--- src/rtl/pc_pkg.sv ---
// Shared types and constants for the program-counter / next-PC stage.
package pc_pkg;

    localparam int unsigned XLEN_DEF     = 32;
    localparam int unsigned CNT_W_DEF    = 32;
    localparam logic [31:0] RESET_PC_DEF = 32'h0000_0000;
    localparam int unsigned PC_INC       = 4;

    typedef enum logic [1:0] {
        BOOT = 2'd0,
        RUN  = 2'd1,
        TRAP = 2'd2
    } pc_state_t;

endpackage

--- src/rtl/pc_next_unit_if.sv ---
// Decode/operand inputs and PC/status outputs of the next-PC stage.
interface pc_next_unit_if
    import pc_pkg::*;
#(
    parameter int unsigned XLEN  = XLEN_DEF,
    parameter int unsigned CNT_W = CNT_W_DEF
);

    logic             advance;
    logic             Con_beq;
    logic             Con_bne;
    logic             Con_blt;
    logic             Con_bge;
    logic             Jal;
    logic             Jalr;
    logic [XLEN-1:0]  rs1_data;
    logic [XLEN-1:0]  rs2_data;
    logic [XLEN-1:0]  imm;
    logic [XLEN-1:0]  PC;
    logic [XLEN-1:0]  PC_plus4;
    logic             pc_valid;
    logic             branch_taken;
    logic             misaligned;
    logic [CNT_W-1:0] retired_count;
    logic [CNT_W-1:0] taken_count;

    modport master (
        output advance, Con_beq, Con_bne, Con_blt, Con_bge, Jal, Jalr,
        output rs1_data, rs2_data, imm,
        input  PC, PC_plus4, pc_valid, branch_taken, misaligned,
        input  retired_count, taken_count
    );

    modport slave (
        input  advance, Con_beq, Con_bne, Con_blt, Con_bge, Jal, Jalr,
        input  rs1_data, rs2_data, imm,
        output PC, PC_plus4, pc_valid, branch_taken, misaligned,
        output retired_count, taken_count
    );

endinterface

--- src/rtl/branch_compare.sv ---
// Combinational branch-condition evaluation from the decoded Con_* strobes.
module branch_compare
    import pc_pkg::*;
#(
    parameter int unsigned XLEN = XLEN_DEF
) (
    input  logic [XLEN-1:0] rs1_i,
    input  logic [XLEN-1:0] rs2_i,
    input  logic            con_beq_i,
    input  logic            con_bne_i,
    input  logic            con_blt_i,
    input  logic            con_bge_i,
    output logic            cond_o_c
);

    logic eq_c;
    logic lt_c;

    assign eq_c = (rs1_i == rs2_i);
    assign lt_c = ($signed(rs1_i) < $signed(rs2_i));

    // Strobes are OR-combined; simultaneous strobes are not an error.
    assign cond_o_c = (con_beq_i &  eq_c) |
                      (con_bne_i & ~eq_c) |
                      (con_blt_i &  lt_c) |
                      (con_bge_i & ~lt_c);

endmodule

--- src/rtl/pc_next_unit.sv ---
// Architectural PC register with branch/jump resolution, retire gating,
// misaligned-target trap and retire/taken performance counters.
module pc_next_unit
    import pc_pkg::*;
#(
    parameter int unsigned     XLEN     = XLEN_DEF,
    parameter logic [XLEN-1:0] RESET_PC = XLEN'(RESET_PC_DEF),
    parameter int unsigned     CNT_W    = CNT_W_DEF
) (
    input  logic          clk,
    input  logic          reset,
    pc_next_unit_if.slave bus
);

    pc_state_t        state_q, state_d;
    logic [XLEN-1:0]  pc_q, pc_d;
    logic             pc_valid_q, pc_valid_d;
    logic             misaligned_q, misaligned_d;
    logic [CNT_W-1:0] retired_q, retired_d;
    logic [CNT_W-1:0] taken_cnt_q, taken_cnt_d;

    logic             cond_c;
    logic             taken_c;
    logic             misalign_c;
    logic [XLEN-1:0]  pc_plus4_c;
    logic [XLEN-1:0]  jalr_sum_c;
    logic [XLEN-1:0]  target_c;
    logic [XLEN-1:0]  next_pc_c;

    branch_compare #(.XLEN(XLEN)) u_branch_compare (
        .rs1_i     (bus.rs1_data),
        .rs2_i     (bus.rs2_data),
        .con_beq_i (bus.Con_beq),
        .con_bne_i (bus.Con_bne),
        .con_blt_i (bus.Con_blt),
        .con_bge_i (bus.Con_bge),
        .cond_o_c  (cond_c)
    );

    // Target and next-PC selection; Jalr overrides Jal, bit0 of the JALR sum is dropped.
    assign pc_plus4_c = pc_q + XLEN'(PC_INC);
    assign jalr_sum_c = bus.rs1_data + bus.imm;
    assign target_c   = bus.Jalr ? {jalr_sum_c[XLEN-1:1], 1'b0} : (pc_q + bus.imm);
    assign taken_c    = cond_c | bus.Jal | bus.Jalr;
    assign misalign_c = taken_c & (target_c[1:0] != 2'b00);
    assign next_pc_c  = taken_c ? target_c : pc_plus4_c;

    always_ff @(posedge clk) begin
        if (reset) begin
            state_q      <= BOOT;
            pc_q         <= RESET_PC;
            pc_valid_q   <= 1'b0;
            misaligned_q <= 1'b0;
            retired_q    <= '0;
            taken_cnt_q  <= '0;
        end else begin
            state_q      <= state_d;
            pc_q         <= pc_d;
            pc_valid_q   <= pc_valid_d;
            misaligned_q <= misaligned_d;
            retired_q    <= retired_d;
            taken_cnt_q  <= taken_cnt_d;
        end
    end

    always_comb begin
        state_d      = state_q;
        pc_d         = pc_q;
        misaligned_d = misaligned_q;
        retired_d    = retired_q;
        taken_cnt_d  = taken_cnt_q;

        case (state_q)
            BOOT: state_d = RUN;
            RUN: begin
                if (bus.advance) begin
                    // A misaligned redirect freezes the PC and counters until reset.
                    if (misalign_c) begin
                        state_d      = TRAP;
                        misaligned_d = 1'b1;
                    end else begin
                        pc_d        = next_pc_c;
                        retired_d   = retired_q + CNT_W'(1);
                        taken_cnt_d = taken_cnt_q + CNT_W'(taken_c);
                    end
                end
            end
            TRAP:    state_d = TRAP;
            default: state_d = BOOT;
        endcase

        pc_valid_d = (state_d == RUN);
    end

    assign bus.PC            = pc_q;
    assign bus.PC_plus4      = pc_plus4_c;
    assign bus.pc_valid      = pc_valid_q;
    assign bus.branch_taken  = taken_c & pc_valid_q;
    assign bus.misaligned    = misaligned_q;
    assign bus.retired_count = retired_q;
    assign bus.taken_count   = taken_cnt_q;

endmodule

--- src/flat_wrapper.sv ---
// flat-port wrapper written by rule: the top's interface ports become plain ports
module pc_next_unit_flat import pc_pkg::*;
#(
    parameter int unsigned     XLEN     = XLEN_DEF,
    parameter logic [XLEN-1:0] RESET_PC = XLEN'(RESET_PC_DEF),
    parameter int unsigned     CNT_W    = CNT_W_DEF
)
  (clk, reset, bus_advance, bus_Con_beq, bus_Con_bne, bus_Con_blt, bus_Con_bge, bus_Jal, bus_Jalr, bus_rs1_data, bus_rs2_data, bus_imm, bus_PC, bus_PC_plus4, bus_pc_valid, bus_branch_taken, bus_misaligned, bus_retired_count, bus_taken_count);
  pc_next_unit_if #(.XLEN(XLEN), .CNT_W(CNT_W)) bus_i ();
  input  logic clk;
  input  logic reset;
  input wire logic [$bits(bus_i.advance)-1:0] bus_advance;
  input wire logic [$bits(bus_i.Con_beq)-1:0] bus_Con_beq;
  input wire logic [$bits(bus_i.Con_bne)-1:0] bus_Con_bne;
  input wire logic [$bits(bus_i.Con_blt)-1:0] bus_Con_blt;
  input wire logic [$bits(bus_i.Con_bge)-1:0] bus_Con_bge;
  input wire logic [$bits(bus_i.Jal)-1:0] bus_Jal;
  input wire logic [$bits(bus_i.Jalr)-1:0] bus_Jalr;
  input wire logic [$bits(bus_i.rs1_data)-1:0] bus_rs1_data;
  input wire logic [$bits(bus_i.rs2_data)-1:0] bus_rs2_data;
  input wire logic [$bits(bus_i.imm)-1:0] bus_imm;
  output wire logic [$bits(bus_i.PC)-1:0] bus_PC;
  output wire logic [$bits(bus_i.PC_plus4)-1:0] bus_PC_plus4;
  output wire logic [$bits(bus_i.pc_valid)-1:0] bus_pc_valid;
  output wire logic [$bits(bus_i.branch_taken)-1:0] bus_branch_taken;
  output wire logic [$bits(bus_i.misaligned)-1:0] bus_misaligned;
  output wire logic [$bits(bus_i.retired_count)-1:0] bus_retired_count;
  output wire logic [$bits(bus_i.taken_count)-1:0] bus_taken_count;
  assign bus_i.advance = bus_advance;
  assign bus_i.Con_beq = bus_Con_beq;
  assign bus_i.Con_bne = bus_Con_bne;
  assign bus_i.Con_blt = bus_Con_blt;
  assign bus_i.Con_bge = bus_Con_bge;
  assign bus_i.Jal = bus_Jal;
  assign bus_i.Jalr = bus_Jalr;
  assign bus_i.rs1_data = bus_rs1_data;
  assign bus_i.rs2_data = bus_rs2_data;
  assign bus_i.imm = bus_imm;
  assign bus_PC = bus_i.PC;
  assign bus_PC_plus4 = bus_i.PC_plus4;
  assign bus_pc_valid = bus_i.pc_valid;
  assign bus_branch_taken = bus_i.branch_taken;
  assign bus_misaligned = bus_i.misaligned;
  assign bus_retired_count = bus_i.retired_count;
  assign bus_taken_count = bus_i.taken_count;
  pc_next_unit #(.XLEN(XLEN), .RESET_PC(RESET_PC), .CNT_W(CNT_W)) u_core (.clk(clk), .reset(reset), .bus(bus_i));
endmodule
--- config.mk ---
export PLATFORM = sky130hd
export DESIGN_NAME = pc_next_unit_flat
export DESIGN_NICKNAME = d
export VERILOG_FILES = /design/src/rtl/pc_pkg.sv /design/src/rtl/pc_next_unit_if.sv /design/src/rtl/branch_compare.sv /design/src/rtl/pc_next_unit.sv /design/src/flat_wrapper.sv
export SDC_FILE = /design/constraint.sdc
export NUM_CORES = 1
export LEC_CHECK = 0
export BUFFER_PORTS_ARGS = -buffer_cell sky130_fd_sc_hd__buf_4
export CAP_MARGIN = 25
export CORE_ASPECT_RATIO = 0.5
export CORE_MARGIN = 8
export CORE_UTILIZATION = 59
export CTS_CLUSTER_SIZE = 12
export DETAILED_ROUTE_END_ITERATION = 8
export PLACE_DENSITY_LB_ADDON = 0.05
export SLEW_MARGIN = 20
export SYNTH_ARGS = -nofsm -noshare
export SYNTH_HDL_FRONTEND = slang
export SYNTH_SLANG_ARGS = --single-unit
export TNS_END_PERCENT = 1
--- constraint.sdc ---
create_clock -name clk -period 6.69 [get_ports clk]
set_input_delay 1.0035 -clock clk [delete_from_list [all_inputs] [get_ports clk]]
set_output_delay 1.0035 -clock clk [all_outputs]
set_load 0.1 [all_outputs]
## Word-level counts from Yosys, hierarchy flattened

Cells that the tools add are included.

- Flip-flop bits (word level): 100
- Input port bits: 105
- Output and inout bits: 131
- Logic and storage cells: 39

- $add $sub $neg: 5
- $lt $le $gt $ge: 1
- Equality and inequality tests: 4
- Mux-type cells: 5
- Bitwise logic cells: 14
- Reductions and logical operators: 4

Operator list:

| cell | number |
|---|---|
| 32-bit adder | 2 |
| 32-bit 2-to-1 mux | 2 |
| 32-bit by 1-bit adder with 32-bit output | 1 |
| 32-bit by 1-bit adder with 32-bit output (second input constant) | 1 |
| 32-bit by 3-bit adder with 32-bit output (second input constant) | 1 |
| 32-bit equality test | 1 |
| 32-bit less-than comparator | 1 |
| 1-bit AND | 6 |
| 2-bit one-hot mux with 3 select lines | 1 |
| 3-bit AND reduction | 2 |
| 1-bit OR | 5 |
| 2-bit by 1-bit equality test with 1-bit output (second input constant) | 2 |
| 2-bit 2-to-1 mux | 2 |
| 1-bit inverter | 3 |
| 2-bit equality test (second input constant) | 1 |
| 2-bit zero test | 1 |
| 2-bit nonzero test | 1 |

## Logic depth before layout (Yosys ltp)

Gate-level depths: netlist of run 1.

- Depth in word-level cells: 13
- Mapped depth: 19
- Mapped depth without buffers: 17

## Hierarchy

A second synthesis of run 1 with hierarchy kept.

- Cells, all modules: 1202
- Area total of the unflattened synthesis: 9140.0 um^2

Modules (own cells, without submodules):

| module | instances | cells each | area an instance (um^2) | seq. area each (um^2) |
|---|---|---|---|---|
| pc_next_unit | 1 | 1085 | 8300.5 | 2001.9 |
| branch_compare | 1 | 117 | 839.6 | 0.0 |

## Worst setup path after synthesis of run 1

OpenSTA, ideal clock, no wires.

- Path type: register to output
- Start: register u_core.pc_q[2] (netlist: u_core.bus.PC[2])
- End: output port bus_PC_plus4[31]
- Data arrival time: 4.329 ns
- Required time: 5.687 ns
- Slack: 1.358 ns
- Stages on the path, launching flop included: 11
- Buffers on the path: 2
- Cell sequence: dfxtp_1 and3_1 clkbuf_1 nand2_1 nor2_1 and2_0 clkbuf_1 nand3_1 nor2_1 nand3_1 xnor2_1

- Cells in the longest elaborated chain, start to end: 1

Ends and longest elaborated chain:

| item | line | RTL |
|---|---|---|
| start, declared | pc_next_unit.sv:16 | `logic [XLEN-1:0] pc_q, pc_d;` |
| start signal, assigned | pc_next_unit.sv:58 | `pc_q <= pc_d;` |
| 32-bit by 3-bit adder with 32-bit output | pc_next_unit.sv:41 | `assign pc_plus4_c = pc_q + XLEN'(PC_INC);` |
| end, declared | flat_wrapper.sv:23 | `output wire logic [$bits(bus_i.PC_plus4)-1:0] bus_PC_plus4;` |

Every way passes these cells.

## Final worst setup path of run 1

- Start: input port bus_rs2_data[7]
- End: output port bus_branch_taken

- Cells in the longest elaborated chain, start to end: 9
- Elaborated cells between the ends (all ways): 14
- Those cells by class: order compare (1); eq/ne (1); bitwise (12)

Ends and longest elaborated chain:

| item | line | RTL |
|---|---|---|
| start, declared | flat_wrapper.sv:20 | `input wire logic [$bits(bus_i.rs2_data)-1:0] bus_rs2_data;` |
| parallel branches: the longest is 5 deep, another holds 32-bit less-than comparator | -- |  |
| 1-bit OR * | branch_compare.sv:25 | `(con_blt_i & lt_c) \|` |
| 1-bit OR * (2 in series) | pc_next_unit.sv:44 | `assign taken_c = cond_c \| bus.Jal \| bus.Jalr;` |
| 1-bit AND * | pc_next_unit.sv:98 | `assign bus.branch_taken = taken_c & pc_valid_q;` |
| end, declared | flat_wrapper.sv:25 | `output wire logic [$bits(bus_i.branch_taken)-1:0] bus_branch_taken;` |

Every way passes the cells marked *.

==> flow_metrics.env, run 1 <==
export IMPL_outcome="finished, final reports clean"
export IMPL_fin_nets=1636
export IMPL_hold_viol=0
export IMPL_ys_top_cells_by_area="dfxtp_1 22%, ha_1 13%, a21oi_1 6.1%, xor2_1 5.9%, xnor2_1 5.4%"
export IMPL_drt_iter0_drc=798
export IMPL_cp_common_cell="buf_4"
export IMPL_path_cells="buf_4 > inv_1 > ha_1 > a21oi_1 > o21ai_0 > a221oi_1 > nor3_1 > or4b_1 > a21oi_2 > nor3_2 > inv_2 > and2_1 > buf_4"
export IMPL_synth_nets=1436
export IMPL_path_max_fanout=3
export IMPL_relSlewSlack=0.302
export IMPL_syn_cell_area_um2=9240
export IMPL_arrival_ps=4130
export IMPL_fin_crit_sh=0.767
export IMPL_insertedDiodeCount=0
export IMPL_powerDensity_nw_per_um2=165
export IMPL_gp_congestion=0.912
export IMPL_yosysUniqueCellTypes=66
export IMPL_fin_tns_setup_ps=0
export IMPL_drt_vias_per_instance=6.22
export IMPL_vdd_ir_drop_max_uv=119
export IMPL_routedWlPerCell_um=18.7
export IMPL_fmax_mhz=195
export IMPL_drt_first_pass_iters=7
export IMPL_cts_tree="built"
export IMPL_cts_buffers=9
export IMPL_finalSetupViolCount=0
export IMPL_synth_seq_cells=100
export IMPL_cap_viol_max_count=0
export IMPL_cts_sinks=100
export IMPL_syn_to_final_growth_pct=23.3
export IMPL_synth_avg_cell_area_um2=7.50
export IMPL_dp_hpwl_um=24100
export IMPL_worst_path_max_delay_cell="a221oi_1"
export IMPL_ant_nets=0
export IMPL_die_area_um2=20200
export IMPL_slowest_delay_ps=810
export IMPL_clkLatencyLatePin_ps=350
export IMPL_grt_usage=0.294
export IMPL_cts_setup_buffers=0
export IMPL_ios=236
export IMPL_critPathTopFamily="compound AO/OA/AOI/OAI gates"
export IMPL_die_h_um=104
export IMPL_synth_ff_type="dfxtp_1"
export IMPL_ctsLongestPathBuffers=2
export IMPL_synth_cells=1232
export IMPL_drive_gt1_frac=0.188
export IMPL_ctsHtreeMaxLevel=3
export IMPL_finClkSkew_ps=6.33
export IMPL_fp_dieW_um=193
export IMPL_final_util=0.741
export IMPL_holdWs_ps=494
export IMPL_required_ps=5690
export IMPL_layout_setup_ws_ps=1560
export IMPL_root_buffer="clkbuf_16"
export IMPL_row_count=32
export IMPL_antenna_found_initial=0
export IMPL_via_count=10200
export IMPL_synth_most_common_cell="nor2_1"
export IMPL_synth_top_area_cell="dfxtp_1"
export IMPL_drv_slew=0
export IMPL_grt_pass1_vias=9691
export IMPL_drc_errors=0
export IMPL_cts_resized=0
export IMPL_ys_top_cells_by_count="113 x nor2_1, 112 x a21oi_1, 103 x nand2_1, 100 x dfxtp_1, 97 x ha_1"
export IMPL_p_leak_nw=5.12
export IMPL_path_clk_slew_ps=70
export IMPL_hold_class="register to register"
export IMPL_grt_overflow_total=0
export IMPL_grt_max_degree=93
export IMPL_worstSetupStartpointType="primary input"
export IMPL_core_um2=15400
export IMPL_grt_pass1_wl_um=49200
export IMPL_cp_num_buf_inv=4
export IMPL_critical_path_class="primary input to primary output"
export IMPL_synth_top_cell_area_share=0.217
export IMPL_synth_edf_count=0
export IMPL_end_kind="primary output"
export IMPL_finalCriticalPeriod_ps=5130
export IMPL_portBuffers=235
export IMPL_dp_worst_setup_slack_ps=1460
export IMPL_yosys_warnings=0
export IMPL_rsz0062_at_grt="no"
export IMPL_cts_hold_buf=0
export IMPL_yosysSeqAreaShare=0.217
export IMPL_initial_utilization=0.601
export IMPL_wl_um=30700
export IMPL_worst_pin_slew_ps=1050
export IMPL_async_flop_share=0
==> placed cells by master (no fill, tap or decap), types with 7 or more instances in the layout <==
cell type,Yosys,routed
a211o_1,7,7
a211oi_1,16,16
a21o_1,19,19
a21oi_1,112,112
a31oi_1,13,13
and2_1,14,14
and3_1,25,25
and4_1,9,9
buf_4,2,241
clkbuf_16,0,9
dfxtp_1,100,100
ha_1,97,97
inv_1,54,54
nand2_1,103,103
nand2b_1,9,9
nand3_1,47,47
nand4_1,44,44
nor2_1,113,111
nor2b_1,8,8
nor3_1,31,30
nor4_1,11,11
o211ai_1,29,29
o21a_1,16,16
o21ai_0,71,71
or3_1,24,24
xnor2_1,57,57
xor2_1,62,62
==> report_power, final <==
part | leakage (nW) | total [W] | internal (W) | switching (W)
combinational | 4.18 | 0.000718 | 0.000243 | 0.000475
sequential | 0.808 | 0.000632 | 0.000608 | 0.0000247
clock | 0.133 | 0.000524 | 0.000261 | 0.000263
==> worst min-delay path, delay by kind of cell (launching register included) <==
kind / cells / cell delay (ps)
DFF: 1 / 340
and+or+nand+nor: 1 / 70
AOI/OAI and AO/OA: 1 / 50
==> flip-flops by register name (all words and copies together) (netlist names) <==
name                      cells
u_core.bus.PC                32
u_core.bus.retired_count     32
u_core.bus.taken_count       32
u_core.state_q                2
u_core.bus.misaligned         1
u_core.bus.pc_valid           1
==> layer usage <==
| metal | wire length, µm | GRT usage | part of all wire |
|---|---|---|---|
| met3 | 2820 | 0.0562 | 0.092 |
| met2 | 13500 | 0.466 | 0.44 |
| met5 | 0 | 0 | 0 |
| met4 | 783 | 0.0933 | 0.025 |
| met1 | 13600 | 0.395 | 0.44 |
==> logic make-up (layout without fill, tap and decap cells) <==
group,count (synthesis),after routing,synth area share
DFF,100,100,0.217
and+or+nand+nor,459,459,0.247
xor gates and xnor gates,119,119,0.113
buffers and inverters,107,312,0.0444
adders and majority gates,99,99,0.136
AOI/OAI and AO/OA,340,340,0.234
muxes,8,8,0.00894
==> per-stage QoR <==
stage          area, µm²  instances  power, W
2_1_floorplan       9240       1232   0.00115
3_3_place_gp       11100       1625   0.00134
3_5_place_dp       11100       1625   0.00135
4_1_cts            11400       1641   0.00186
5_1_grt            11400       1641   0.00195
6_report           11400       1641   0.00187
==> final timing paths <==
check,depth (start not counted),startpoint,end,slack [ps]
worst max-delay path,13,bus_rs2_data[7],bus_branch_taken,1560
worst min-delay path,2,u_core.bus.misaligned,u_core.bus.misaligned,490
worst max register to register,11,u_core.bus.PC[4],u_core.bus.PC[31],2940
worst min register to register,2,u_core.bus.misaligned,u_core.bus.misaligned,490
==> final cells by class <==
class	instances	area (µm²)
inverters	55	206
clock inverters	6	55.1
clock buffers	10	229
multi-input cells	1025	6840
flip-flops and latches	100	2000
fillers	1262	3980
repair buffers	241	1810
well taps	204	255
Note: power is estimated with default switching activity, not from simulation.
==> inputs of run 2 (changes only) <==
- CORE_UTILIZATION: 59 -> 50
- clock period: 6.69 -> 4.6 ns (I/O delays scaled with it)
==> run 2 against run 1 <==
  * Sequential share of layout area decreased by 0.29 points
  * Clock skew up 1.2 ps
  * First-iteration DRC count down 11%
==> flow_metrics.env, run 2 (synthesis results as in run 1) <==
export IMPL_outcome="finished, final reports clean"
export IMPL_clkPwrFrac=0.275
export IMPL_ios=236
export IMPL_dp_hpwl_um=25100
export IMPL_fmax_mhz=233
export IMPL_ff_latch_area_um2=2000
export IMPL_wl_um=31500
export IMPL_fin_nets=1651
export IMPL_p_comb_frac=0.388
export IMPL_drv_slew=0
export IMPL_ctsHtreeMaxLevel=3
export IMPL_worst_path_max_delay_cell="a2111o_1"
export IMPL_relSlewSlack=0.575
export IMPL_grt_max_degree=58
export IMPL_p_seq_frac=0.337
export IMPL_ant_nets=0
export IMPL_path_cells="buf_4 > ha_1 > a21o_1 > a21o_1 > a221oi_1 > buf_4 > o211ai_1 > a2111o_1 > o211a_2 > nor3_2 > inv_2 > buf_4 > and2_1 > buf_4"
export IMPL_power_switching_w=0.00111
export IMPL_finClkSkew_ps=7.52
export IMPL_grt_usage=0.254
export IMPL_final_util=0.634
export IMPL_fin_crit_sh=0.934
export IMPL_via_count=10100
export IMPL_vdd_ir_drop_max_uv=188
export IMPL_cts_buffers=9
export IMPL_finalSetupViolCount=0
export IMPL_grt_pass1_vias=9588
export IMPL_hold_viol=0
export IMPL_cts_hold_buf=0
export IMPL_slowest_delay_ps=450
export IMPL_hold_class="register to register"
export IMPL_finalCriticalPeriod_ps=4290
export IMPL_grt_pass1_wl_um=50000
export IMPL_gp_congestion=0.980
export IMPL_end_kind="primary output"
export IMPL_portBuffers=235
export IMPL_row_count=35
export IMPL_die_h_um=112
export IMPL_die_area_um2=23300
export IMPL_stdcell_area_um2=11600
export IMPL_ctsLongestPathBuffers=2
export IMPL_fill_cells=1681
export IMPL_holdWs_ps=504
export IMPL_cts_setup_buffers=0
export IMPL_fp_dieW_um=208
export IMPL_core_um2=18300
export IMPL_drt_vias_per_instance=5.98
export IMPL_p_leak_nw=5.21
export IMPL_multiInputGateArea_um2=6840
export IMPL_routedWlPerCell_um=18.6
export IMPL_arrival_ps=3600
export IMPL_root_buffer="clkbuf_16"
export IMPL_cts_resized=0
export IMPL_cts_sinks=100
export IMPL_antenna_found_initial=0
export IMPL_drt_iter0_drc=714
export IMPL_drt_first_pass_iters=6
export IMPL_critical_path_class="primary input to primary output"
export IMPL_initial_utilization=0.506
export IMPL_rsz0062_at_grt="no"
export IMPL_powerDensity_nw_per_um2=236
export IMPL_p_sw_frac=0.405
export IMPL_worstSetupStartpointType="primary input"
export IMPL_drive_gt1_frac=0.197
export IMPL_final_cell_mix="254 x buf_4, 112 x a21oi_1, 111 x nor2_1"
export IMPL_syn_to_final_growth_pct=25.4
export IMPL_place_area_um2=11300
export IMPL_cts_tree="built"
export IMPL_clkLatencyLatePin_ps=340
export IMPL_final_common_cell="buf_4"
export IMPL_cp_common_cell="buf_4"
export IMPL_required_ps=3910
export IMPL_path_clk_slew_ps=70
export IMPL_path_max_fanout=3
export IMPL_internal_power_w=0.00163
export IMPL_worst_pin_slew_ps=637
export IMPL_cap_viol_max_count=0
export IMPL_insertedDiodeCount=0
export IMPL_drc_errors=0
export IMPL_grt_overflow_total=0
## run 2: changes by cell type in the layout (fill, tap and decap cells not counted), sizes merged
cell / delta
clkinvlp: -1
buf: +15
clkinv: +1
## run 2: layer usage
metal  global-route usage  part of all wire  routed length (µm)  vias to the layer above
met1                0.341              0.46               14500                     4764
met2                0.429              0.46               14600                      360
met4               0.0508             0.013                 410                        0
met3               0.0384             0.065                2050                       31
met5                    0                 0                   0                        -
li1                     -                 -                   -                     4956
## run 2: critical path, delay by kind of cell
kind,cells,cell delay (ps)
buf+inv,5,740
simple gates,2,360
fa+ha+maj,1,300
compound gates,6,1490
## run 2: final timing paths
| kind | from | end | slack [ps] | cells after the start |
|---|---|---|---|---|
| hold / removal | u_core.bus.taken_count[9] | u_core.bus.taken_count[9] | 500 | 2 |
| setup reg to reg | u_core.bus.PC[4] | u_core.bus.PC[31] | 750 | 11 |
| setup / recovery | bus_rs1_data[9] | bus_branch_taken | 310 | 14 |
| hold reg to reg | u_core.bus.taken_count[9] | u_core.bus.taken_count[9] | 500 | 2 |
## run 2: power by group through the flow
stage / logic (W) / registers [W] / clock network, W
6_report: 0.00106 / 0.000922 / 0.000751
3_5_place_dp: 0.00105 / 0.000940 / 0
2_1_floorplan: 0.000625 / 0.00105 / 0
5_1_grt: 0.00114 / 0.000924 / 0.000795
3_3_place_gp: 0.00103 / 0.000939 / 0
4_1_cts: 0.00105 / 0.000920 / 0.000764
## run 2: area by class of cell
class                   count  area share
multi-input cells        1025       0.591
clock inverters             6     0.00486
well taps                 240      0.0259
repair buffers            256       0.168
clock buffers              10      0.0198
flip-flops and latches    100       0.173
inverters                  55      0.0178
## run 2: stage by stage
stage | std cells | setup WS [ps] | TNS (ps) | power [W]
detailed placement | 1676 | 151 | 0 | 0.00199
global route | 1692 | 151 | 0 | 0.00286
finish | 1692 | 305 | 0 | 0.00273
global placement | 1676 | 341 | 0 | 0.00197
floorplan | 1232 | -361 | -944 | 0.00168
CTS | 1692 | 325 | 0 | 0.00273
